<file path="src/rtl/serial_add_pkg.sv">
// rtl/serial_add_pkg.sv - shared state encoding and default sizes for the serial adder
package serial_add_pkg;

    localparam int DEF_WIDTH = 16;
    localparam int DEF_SLICE = 2;

    typedef enum logic [1:0] {
        IDLE = 2'b00,
        BUSY = 2'b01,
        DONE = 2'b10
    } state_t;

endpackage

</file>
<file path="src/rtl/add_slice.sv">
// rtl/add_slice.sv - combinational SLICE-bit ripple adder built from full adders
module add_slice
    import serial_add_pkg::*;
#(
    parameter int SLICE = DEF_SLICE
) (
    input  logic [SLICE-1:0] a,
    input  logic [SLICE-1:0] b,
    input  logic             cin,
    output logic [SLICE-1:0] sum,
    output logic             cout
);

    logic [SLICE:0] c;

    assign c[0] = cin;

    for (genvar i = 0; i < SLICE; i++) begin : g_fa
        assign sum[i]   = a[i] ^ b[i] ^ c[i];
        assign c[i + 1] = (a[i] & b[i]) | (c[i] & (a[i] ^ b[i]));
    end

    assign cout = c[SLICE];

endmodule

</file>
<file path="src/rtl/serial_add16.sv">
// rtl/serial_add16.sv - multi-cycle adder feeding one SLICE-bit chunk per clock, LSB first
module serial_add16
    import serial_add_pkg::*;
#(
    parameter int WIDTH = DEF_WIDTH,
    parameter int SLICE = DEF_SLICE
) (
    input  logic             clk,
    input  logic             rst_n,
    input  logic             in_valid,
    output logic             in_ready,
    input  logic [WIDTH-1:0] in_a,
    input  logic [WIDTH-1:0] in_b,
    input  logic             in_cin,
    output logic             out_valid,
    input  logic             out_ready,
    output logic [WIDTH-1:0] out_sum,
    output logic             out_cout,
    output logic             busy
);

    localparam int NSLICE = WIDTH / SLICE;
    localparam int CNT_W  = (NSLICE > 1) ? $clog2(NSLICE) : 1;

    if (SLICE < 1 || WIDTH < SLICE || (WIDTH % SLICE) != 0) begin : g_bad_params
        $fatal(1, "serial_add16: WIDTH must be a non-zero multiple of SLICE");
    end

    state_t             state;
    state_t             state_next;
    logic [WIDTH-1:0]   a_sh;
    logic [WIDTH-1:0]   b_sh;
    logic [WIDTH-1:0]   sum_sh;
    logic [WIDTH-1:0]   sum_shifted;
    logic               carry;
    logic [CNT_W-1:0]   cnt;
    logic               last;
    logic [SLICE-1:0]   slice_sum;
    logic               slice_cout;

    add_slice #(.SLICE(SLICE)) u_slice (
        .a    (a_sh[SLICE-1:0]),
        .b    (b_sh[SLICE-1:0]),
        .cin  (carry),
        .sum  (slice_sum),
        .cout (slice_cout)
    );

    // New slice result enters at the top; after NSLICE steps the LSB chunk has reached bit 0.
    assign sum_shifted = (WIDTH'(slice_sum) << (WIDTH - SLICE)) | (sum_sh >> SLICE);
    assign last        = (cnt == CNT_W'(NSLICE - 1));

    assign in_ready  = (state == IDLE);
    assign out_valid = (state == DONE);
    assign busy      = (state == BUSY) || (state == DONE);

    always_ff @(posedge clk or negedge rst_n) begin
        if (!rst_n) begin
            state <= IDLE;
        end else begin
            state <= state_next;
        end
    end

    always_comb begin
        state_next = state;
        case (state)
            IDLE:    if (in_valid)  state_next = BUSY;
            BUSY:    if (last)      state_next = DONE;
            DONE:    if (out_ready) state_next = IDLE;
            default: state_next = IDLE;
        endcase
    end

    always_ff @(posedge clk or negedge rst_n) begin
        if (!rst_n) begin
            a_sh     <= '0;
            b_sh     <= '0;
            sum_sh   <= '0;
            carry    <= 1'b0;
            cnt      <= '0;
            out_sum  <= '0;
            out_cout <= 1'b0;
        end else begin
            case (state)
                IDLE: begin
                    if (in_valid) begin
                        a_sh  <= in_a;
                        b_sh  <= in_b;
                        carry <= in_cin;
                        cnt   <= '0;
                    end
                end
                BUSY: begin
                    a_sh   <= a_sh >> SLICE;
                    b_sh   <= b_sh >> SLICE;
                    sum_sh <= sum_shifted;
                    carry  <= slice_cout;
                    if (last) begin
                        out_sum  <= sum_shifted;
                        out_cout <= slice_cout;
                    end else begin
                        cnt <= cnt + CNT_W'(1);
                    end
                end
                default: ;
            endcase
        end
    end

endmodule

</file>
<file path="config.mk">
export PLATFORM = sky130hd
export DESIGN_NAME = serial_add16
export DESIGN_NICKNAME = d
export VERILOG_FILES = /design/src/rtl/serial_add_pkg.sv /design/src/rtl/add_slice.sv /design/src/rtl/serial_add16.sv
export SDC_FILE = /design/constraint.sdc
export NUM_CORES = 1
export LEC_CHECK = 0
export CAP_MARGIN = 40
export CORE_MARGIN = 2
export CORE_UTILIZATION = 35
export DETAILED_ROUTE_END_ITERATION = 8
export GPL_ROUTABILITY_DRIVEN = 0
export PLACE_DENSITY = 0.54
export SETUP_SLACK_MARGIN = 0.4
export SLEW_MARGIN = 10
export SYNTH_ARGS = -nofsm -noshare
export SYNTH_HDL_FRONTEND = slang
export SYNTH_HIERARCHICAL = 1
export SYNTH_SLANG_ARGS = --single-unit
</file>
<file path="constraint.sdc">
create_clock -name clk -period 4.3 [get_ports clk]
set_input_delay 1.29 -clock clk [delete_from_list [all_inputs] [get_ports clk]]
set_output_delay 1.29 -clock clk [all_outputs]
set_load 0.02 [all_outputs]
</file>
# ---- After elaboration in Yosys (flattened, before gate mapping)
# Cells that the tools add are included.
dict set report word_totals {
  register_bits 71
  inputBits 37
  out_inout_bits 20
  wordCells 47
}
dict set report op_classes {
  eq_ne 7
  n_addsub 1
  bitwise 11
  n_reduce_logical 7
  muxes 13
}
# op count
set op_table {}
lappend op_table {{$pmux W16 S2} 2}
lappend op_table {{$mux W16} 2}
lappend op_table {{$or A16 B14 Y16} 1}
lappend op_table {{$mux W2} 3}
lappend op_table {{$mux W3} 2}
lappend op_table {{$ne A2 B2 Y1 const B} 3}
lappend op_table {{$pmux W2 S3} 1}
lappend op_table {{$pmux W3 S2} 1}
lappend op_table {{$reduce_and A3 Y1} 2}
lappend op_table {{$and A1 B1 Y1} 4}
lappend op_table {{$reduce_and A2 Y1} 2}
lappend op_table {{$xor A1 B1 Y1} 4}
lappend op_table {{$add A3 B1 Y3 const B} 1}
lappend op_table {{$eq A3 B3 Y1 const B} 1}
lappend op_table {{$eq A2 B1 Y1 const B} 1}
lappend op_table {{$eq A2 B2 Y1 const B} 1}
lappend op_table {{$logic_not A2 Y1} 1}
lappend op_table {{$ne A2 B1 Y1 const B} 1}
lappend op_table {{$or A1 B1 Y1} 2}
lappend op_table {{$pmux W1 S2} 1}
lappend op_table {{$reduce_bool A2 Y1} 1}
lappend op_table {{$logic_or A1 B1 Y1} 1}
lappend op_table {{$mux W1} 1}

# ---- Depth between registers and ports, before layout
# Gate-level depths: netlist of run 1.
dict set report depth {
  word_depth 6
  depth_mapped 8
  mapped_depth_nobuf 6
}

# ---- Hierarchy
# The synthesis of run 1 kept the hierarchy.
# module seq_area_each_um2 cells_per_inst area_each_um2 n_inst
set modules_own_cells {}
lappend modules_own_cells {serial_add16 1726.7 242 3022.9 1}
lappend modules_own_cells {add_slice 0.0 10 70.1 1}

# ---- Worst setup path before layout of run 1
# Ideal clock, no wire load.
dict set report synth_timing {
  path_kind {input -> register}
  start {input port in_valid}
  end {register state[0]}
  arrival_ps 2018
  n_path_buf 0
  stages 3
  setup_ps 125
  slack_ps 2157
  t_required_ps 4175
  path_cell_list {and2b_4 a221oi_2 mux2_2}
}
dict set report synth_via {
  elab_chain_cells 2
}
# item line
set synth_rtl {}
lappend synth_rtl {{start: declaration} serial_add16.sv:10} ;# input logic in_valid,
lappend synth_rtl {{$ne A2 B2 Y1 (no source line)} --}
lappend synth_rtl {{$reduce_and A3 Y1 (no source line)} --}
lappend synth_rtl {{end signal: assignment} serial_add16.sv:61} ;# state <= state_next;
lappend synth_rtl {{end: declaration} serial_add16.sv:29} ;# state_t state;
# No other way between the ends.
# A chain may end at the register's enable or synchronous reset.

# ---- Worst setup path in the final report of run 1
dict set report layout_timing {
  start {register state[1]}
  end {output port in_ready}
}
dict set report layout_via {
  elab_chain_cells 1
}
# item line
set layout_rtl {}
lappend layout_rtl {{$logic_not A2 Y1} serial_add16.sv:53} ;# assign in_ready = (state == IDLE);
lappend layout_rtl {{end: declaration} serial_add16.sv:11} ;# output logic in_ready,
# No other way between the ends.

==> results of run 1 <==
[critical path, cell delays in order, from the launching register on]
cell	delay, ns
dfrtp_1	0.40
inv_1	0.10
ha_1	0.28
clkdlybuf4s50_1	0.65
[stage by stage]
stage	power, uW	setup slack (ns)
floorplan	1950	2.16
global placement	2220	1.36
detailed placement	2260	1.30
CTS	3000	1.20
global route	3180	1.12
finish	2950	1.24
[state kept, by name (all words and copies together) (netlist names)]
signal	flops
a_sh	16
b_sh	16
carry	1
cnt	3
out_cout	1
out_sum	16
state	2
sum_sh	14
[cells in the final DEF (no fill, tap or decap), drive strengths merged]
cell           netlist  final
nand2               37     37
dfrtp               69     69
ha                   6      6
or2                  1      1
a22o                 3      3
buf                 12      4
mux2                33     33
mux2i               30     30
clkbuf               3     11
clkdlybuf4s50        0     55
and2b                1      1
o21ai               36     36
nand2b               6      6
bufinv               0      4
fa                   2      2
a221oi               1      1
inv                 12     13
[per-layer routing]
metal / routed length (um) / GRT usage, % / vias to the layer above
met2: 2490 / 18.5 / 36
met3: 236 / 3.44 / 9
li1: - / - / 966
met1: 2680 / 18.0 / 907
met5: 0 / 0 / -
met4: 115 / 6.73 / 0
[final cells by class]
type | instances | share of cell area [%]
repair buffers | 59 | 15.1
flip-flops and latches | 69 | 43.0
multi-input cells | 156 | 30.5
clock buffers | 11 | 3.77
well taps | 108 | 3.36
inverters | 12 | 1.12
clock inverters | 5 | 3.21
[how the worst min path moves through the flow]
stage               cells after the start       end      from  slack [ns]
detailed placement                      2  a_sh[10]  a_sh[10]        0.47
global route                            2   a_sh[7]   a_sh[7]        0.51
finish                                  2   b_sh[1]   b_sh[1]        0.48
CTS                                     2  a_sh[10]  a_sh[10]        0.49
floorplan                               2  a_sh[10]  a_sh[10]        0.45
global placement                        2  a_sh[13]  a_sh[13]        0.46
[cells by family after synthesis]
kind of cell	share of synthesized area (%)
buffers and inverters	4.69
DFF	55.8
and+or+nand+nor	6.47
adders and majority gates	3.72
AOI/OAI and AO/OA	7.16
muxes	22.1
[power groups by stage]
| stage | Combinational [uW] | Sequential [uW] | Clock [uW] |
|---|---|---|---|
| final | 1130 | 1090 | 728 |
| after global routing | 1270 | 1130 | 774 |
| after CTS | 1160 | 1090 | 746 |
| after global placement | 1130 | 1100 | 0 |
| after floorplan | 840 | 1110 | 0 |
| after detailed placement | 1150 | 1110 | 0 |
==> impl_metrics.tcl, run 1 <==
set metrics [dict create \
    synth_area_um2 3090 \
    slew_violations 0 \
    grt_first_pass_wirelength_mm 9.79 \
    setup_viol_count_final 0 \
    yosys_warnings 6 \
    status "completed" \
    dr.pass1.iters 4 \
    drive_gt1_share_pct 18.9 \
    avgSynthCellArea_um2 12.3 \
    clockPowerShare_pct 24.7 \
    reg2reg_from "state[1]" \
    swShare_pct 32.8 \
    grt_max_degree 42 \
    p_sw_uw 968 \
    instances_no_fill 420 \
    path_max_fanout 4 \
    grt_pass1_vias 1997 \
    fill_cells 814 \
    tightest_slew_ns 0.859 \
    synth_seq_area_share_pct 55.8 \
    reg2regPathDepth 5 \
    cts_setup_buffers 0 \
    dpl.cell_count 404 \
    r2r_slack_ns 1.91 \
    synth_top_area_share_pct 55.8 \
    clk_latency_ns 0.35 \
    worstSetupPathType "flip-flop to primary output" \
    fp-row-count 34 \
    drv_cap 0 \
    grt.overflow.total 0 \
    fp.dieH_um 98.0 \
    crit_end "in_ready" \
    syn_inst 252 \
    seq_power_share_pct 36.9 \
    cellInternalPower_uw 1980 \
    cp-startpoint "state[1]" \
    yosysMostFrequentCell "dfrtp_1" \
    io_pins 57 \
    wl_mm 5.53 \
    powerDensity_nw_per_um2 734 \
    clock_path_buffers 2 \
    via_per_inst 4.57 \
    dieArea_um2 9600 \
    hold_buffers 0 \
    route.detailed.drc 0 \
    final_area_um2 4020 \
    ys_ff_latch 69 \
    critPathLaunchType "flip-flop" \
    slew_headroom_pct 41.5 \
    antenna_found_initial 0 \
    finalClockSkew_ns 0.00803 \
    synth_ff_type "dfrtp_1" \
    synth_common_cells "69 x dfrtp_1, 36 x nand2_1, 32 x mux2_2, 29 x mux2i_1, 26 x o21ai_0" \
    cts_resized 0 \
    yosysTopAreaCell "dfrtp_1" \
    hold_violations 0 \
    fmax_mhz 327 \
    leakage_uw 0.00182 \
    cp.required_ns 3.01 \
    utilization_pct 46.5 \
    clkSinkCount 69 \
    irDropWorstVdd_mv 0.282 \
    fin_tns_setup_ns 0 \
    r2r-end "out_sum[13]" \
    multi_input_area_um2 1220 \
    portBuffers 56 \
    num-nets-final 352 \
    dieWidth_um 98.0 \
    cts_tree "done" \
    clkSlewWorstSetupHoldPaths_ns 0.07 \
    ff_latch_area_um2 1730 \
    initial_core_util_pct 35.8 \
    core_um2 8640 \
    synth.area.top_cells "dfrtp_1 56%, mux2_2 12%, mux2i_1 9.4%" \
    antennaDiodeCount 0 \
    cp_data_arrival_time_ns 1.77 \
    synth_edf_count 0 \
    combPwrFrac_pct 38.4 \
    async_reset_ff_share_pct 100 \
    placed_area_um2 3740 \
    drtAntennaViolNets 0 \
    min_period_ns 3.06 \
    cts_buffers 9 \
    fin_hold_ws_ns 0.481 \
    gr-usage-all-layers_pct 12.9 \
    wl_per_cell_um 13.2 \
    cp-end-kind "primary output" \
    drt-initial-drc-count 77 \
    post-route-period-util_pct 71.1 \
    hpwl_mm 3.74 \
    cts-root-buf "clkbuf_8" \
    synth_cell_types 23 \
    worst_hold_path_type "flip-flop to flip-flop" \
    htreeDepth 3 \
    syn_to_final_growth_pct 29.9 \
    rsz0062_at_grt "false" \
    vias 1918 \
    synth.net_count 297 \
]
No activity file was read; power rests on OpenSTA's default activity.
==> run 2, diff against run 1 <==
--- a/config.mk
+++ b/config.mk
@@ -10,7 +10,7 @@
 export CORE_UTILIZATION = 35
 export DETAILED_ROUTE_END_ITERATION = 8
 export GPL_ROUTABILITY_DRIVEN = 0
-export PLACE_DENSITY = 0.54
+export PLACE_DENSITY = 0.56
 export SETUP_SLACK_MARGIN = 0.4
 export SLEW_MARGIN = 10
 export SYNTH_ARGS = -nofsm -noshare
==> constraint.sdc (replaced) <==
create_clock -name clk -period 2.6 [get_ports clk]
set_input_delay 0.78 -clock clk [delete_from_list [all_inputs] [get_ports clk]]
set_output_delay 0.78 -clock clk [all_outputs]
set_load 0.02 [all_outputs]
==> impl_metrics.tcl, run 2 (same netlist as run 1, synthesis figures left out) <==
set metrics [dict create \
    status "completed" \
    fp.dieH_um 98.0 \
    grt_pass1_vias 1968 \
    gr-usage-all-layers_pct 12.9 \
    cp.required_ns 1.82 \
    grt_first_pass_wirelength_mm 9.76 \
    tightest_slew_ns 0.355 \
    slew_violations 0 \
    cts_tree "done" \
    final_area_um2 3990 \
    cp-end-kind "primary output" \
    placed_area_um2 3740 \
    clkSlewWorstSetupHoldPaths_ns 0.08 \
    num-nets-final 354 \
    worstSetupPathType "flip-flop to primary output" \
    drive_gt1_share_pct 20.4 \
    r2r_slack_ns 0.77 \
    cp_data_arrival_time_ns 1.32 \
    portBuffers 56 \
    route.detailed.drc 0 \
    path_buf_inv 2 \
    clkSinkCount 69 \
    dr.pass1.iters 4 \
    dieArea_um2 9600 \
    clk_latency_ns 0.35 \
    path_cells "inv_1 > ha_1 > clkdlybuf4s15_1" \
    wl_mm 5.67 \
    cts-root-buf "clkbuf_8" \
    fp-row-count 34 \
    io_pins 57 \
    critPathLaunchType "flip-flop" \
    rsz0062_at_grt "false" \
    path_max_fanout 2 \
    dieWidth_um 98.0 \
    via_per_inst 4.56 \
    drv_cap 0 \
    drt-initial-drc-count 71 \
    reg.largest.list "a_sh: 16 flops, b_sh: 16 flops, out_sum: 16 flops" \
    wl_per_cell_um 13.4 \
    fmax_mhz 477 \
    max_stage_delay_ns 0.38 \
    post-route-period-util_pct 80.6 \
    mostFrequentLayoutCell "dfrtp_1" \
    finalClockSkew_ns 0.00933 \
    antennaDiodeCount 0 \
    cts_buffers 9 \
    syn_to_final_growth_pct 29.0 \
    fin_hold_ws_ns 0.330 \
    powerDensity_nw_per_um2 1180 \
    drtAntennaViolNets 0 \
    grt.overflow.total 0 \
    hold_violations 0 \
    critPathTopFamily "buffers and inverters" \
    leakage_uw 0.00181 \
    worst_hold_path_type "input port to asynchronous set/reset pin" \
    htreeDepth 3 \
    totalPowerFinal_uw 4730 \
    fin_tns_setup_ns 0 \
    clock_path_buffers 2 \
    antenna_found_initial 0 \
    initial_core_util_pct 35.8 \
    min_period_ns 2.10 \
    setup_viol_count_final 0 \
    critPathSlowestCell "dfrtp_1" \
    vias 1924 \
    utilization_pct 46.2 \
    grt_max_degree 70 \
    mostFrequentLayoutCells "69 x dfrtp_1, 52 x clkdlybuf4s50_1, 36 x nand2_1" \
    irDropWorstVdd_mv 0.482 \
    hpwl_mm 3.73 \
    core_um2 8640 \
    slew_headroom_pct 76.4 \
]
## run 2: path summary, 6_finish.rpt
path | from | to | cells after the start
min in group clk | b_sh[0] | b_sh[0] | 2
hold reg to reg | b_sh[0] | b_sh[0] | 2
max in group asynchronous | rst_n | b_sh[3] | 2
setup reg to reg | state[1] | sum_sh[10] | 4
hold / removal | rst_n | out_sum[9] | 1
setup / recovery | state[0] | out_valid | 3
## run 2: repair_timing
action,in CTS,in global routing
pin swaps,0,0
endpoints found under the setup margin,3,3
hold buffers,0,0
gates resized for setup,4,5
buffers inserted,1,0
## run 2: final cells by class
type / instances / area (um^2)
Fill cell: 811 / 4640
Sequential cell: 69 / 1730
Multi-Input combinational cell: 156 / 1230
Timing Repair Buffer: 61 / 611
Tap cell: 108 / 135
Clock buffer: 9 / 124
Clock inverter: 7 / 124
Inverter: 12 / 45.0
## run 2: routing by layer
| metal | track usage [%] | wire length (um) |
|---|---|---|
| met1 | 16.1 | 2650 |
| met2 | 20.9 | 2700 |
| met3 | 3.51 | 224 |
| met4 | 6.09 | 97 |
| met5 | 0 | 0 |
## run 2: per-stage QoR
step,worst slack (ns),std cells
3_5_place_dp,0.323,405
3_3_place_gp,0.378,405
6_report,0.503,422
2_1_floorplan,0.922,252
5_1_grt,0.429,422
4_1_cts,0.299,422
## run 2: power by group
group          switching [uW]  internal (uW)  total [uW]  leakage, uW
Sequential                248           1540        1790     0.000879
Combinational             945            925        1870     0.000815
Clock                     426            642        1070     0.000120
Total                    1620           3110        4730      0.00181
==> run 3, diff against run 2 <==
--- a/config.mk
+++ b/config.mk
@@ -10,7 +10,7 @@
 export CORE_UTILIZATION = 35
 export DETAILED_ROUTE_END_ITERATION = 8
 export GPL_ROUTABILITY_DRIVEN = 0
-export PLACE_DENSITY = 0.56
+export PLACE_DENSITY = 0.54
 export SETUP_SLACK_MARGIN = 0.4
 export SLEW_MARGIN = 10
 export SYNTH_ARGS = -nofsm -noshare
==> constraint.sdc (replaced) <==
create_clock -name clk -period 2 [get_ports clk]
set_input_delay 0.6 -clock clk [delete_from_list [all_inputs] [get_ports clk]]
set_output_delay 0.6 -clock clk [all_outputs]
set_load 0.02 [all_outputs]
==> impl_metrics.tcl, run 3 (same netlist as run 1, synthesis figures left out) <==
set metrics [dict create \
    status "completed" \
    dieWidth_um 98.0 \
    slew_violations 0 \
    cp_data_arrival_time_ns 1.17 \
    fp.dieH_um 98.0 \
    mostFrequentLayoutCell "dfrtp_1" \
    grt_pass1_vias 2031 \
    slew_headroom_pct 74.8 \
    post-route-period-util_pct 88.3 \
    portBuffers 56 \
    place_ws_ns -0.0182 \
    rsz0062_at_grt "true" \
    path_max_fanout 3 \
    finalClockSkew_ns 0.00894 \
    cp.required_ns 1.40 \
    hpwl_mm 3.71 \
    fin_hold_ws_ns 0.259 \
    cts_buffers 9 \
    cts_tree "done" \
    grt_use_met2_pct 20.7 \
    tightest_slew_ns 0.379 \
    r2r_slack_ns 0.28 \
    via_per_inst 4.60 \
    leakage_uw 0.00190 \
    reg2reg_from "a_sh[0]" \
    clkSinkCount 69 \
    drtAntennaViolNets 0 \
    powerDensity_nw_per_um2 1570 \
    grt.busiest_layer "met2" \
    io_pins 57 \
    fp-row-count 34 \
    dr.pass1.iters 4 \
    worst_hold_path_type "input port to asynchronous set/reset pin" \
    num-nets-final 365 \
    wl_per_cell_um 13.6 \
    min_period_ns 1.77 \
    syn_to_final_growth_pct 31.7 \
    final.setup.worst_slack_ns 0.233 \
    worstSetupPathType "flip-flop to primary output" \
    reg.largest.list "a_sh: 16 flops, b_sh: 16 flops, out_sum: 16 flops" \
    setup_viol_count_final 0 \
    clk_latency_ns 0.35 \
    irDropWorstVdd_mv 0.550 \
    cp-end-kind "primary output" \
    fmax_mhz 566 \
    gr-usage-all-layers_pct 12.8 \
    vias 1990 \
    hold_violations 0 \
    reg2regPathDepth 5 \
    critPathLaunchType "flip-flop" \
    htreeDepth 3 \
    drv_cap 0 \
    antenna_found_initial 0 \
    instances_no_fill 433 \
    route.detailed.drc 0 \
    grt_max_degree 70 \
    hold_buffers 0 \
    wl_mm 5.88 \
    r2r-end "sum_sh[15]" \
    clkSlewWorstSetupHoldPaths_ns 0.07 \
    grt_first_pass_wirelength_mm 9.75 \
    grt.met1_usage_pct 16.2 \
    totalPowerFinal_uw 6370 \
    grt.overflow.total 0 \
    clock_path_buffers 2 \
    mostFrequentLayoutCells "69 x dfrtp_1, 36 x nand2_1, 35 x clkdlybuf4s50_1" \
    drive_gt1_share_pct 31.4 \
    cts-root-buf "clkbuf_8" \
    dpl.cell_count 411 \
    dieArea_um2 9600 \
    fin_tns_setup_ns 0 \
    core_um2 8640 \
    initial_core_util_pct 35.8 \
    antennaDiodeCount 0 \
    grt_use_met3_pct 2.65 \
    drt-initial-drc-count 47 \
]
run 3: per-stage QoR:
| step | utilization, % | instance area [um^2] |
|---|---|---|
| floorplan | - | 3100 |
| global route | 47.2 | 4070 |
| global placement | 44.0 | 3800 |
| CTS | 46.5 | 4010 |
| detailed placement | 44.0 | 3800 |
| finish | 47.2 | 4070 |
run 3: per-layer routing:
metal,routed length [um],vias to the layer above
met5,0,-
met3,193,10
met4,117,0
met1,2670,961
li1,-,990
met2,2900,29
run 3: power by group:
part,switching [uW],internal [uW]
sequential,343,2010
combinational,1350,1500
clock,589,593
total,2280,4100
run 3: critical path, stage by stage (launching register included):
cell     delay [ns]
dfrtp_1        0.41
inv_2          0.09
ha_4           0.20
buf_6          0.12
run 3: worst max path at each step:
stage                     startpoint          to  slack (ns)  cells past startpoint
after global routing        state[1]        busy        0.18                      3
final                       state[1]        busy        0.23                      3
after global placement      in_valid    state[1]        0.02                      4
after floorplan                carry  sum_sh[15]        0.37                      5
after detailed placement    in_valid    state[1]       -0.02                      4
after CTS                   state[0]   out_valid        0.22                      3
run 3: layout make-up:
cell class              instances  area [um^2]
well taps                     108          135
inverters                      12         45.0
fillers                       819         4560
clock buffers                   9          124
multi-input cells             156         1270
flip-flops and latches         69         1730
clock inverters                 7         80.1
repair buffers                 72          687
run 3: repair_timing:
| action | CTS | global route |
|---|---|---|
| pin swaps | 1 | 1 |
| setup endpoints to repair | 57 | 44 |
| cloned | 0 | 2 |
| setup buffers | 2 | 2 |
| resized for setup | 90 | 12 |
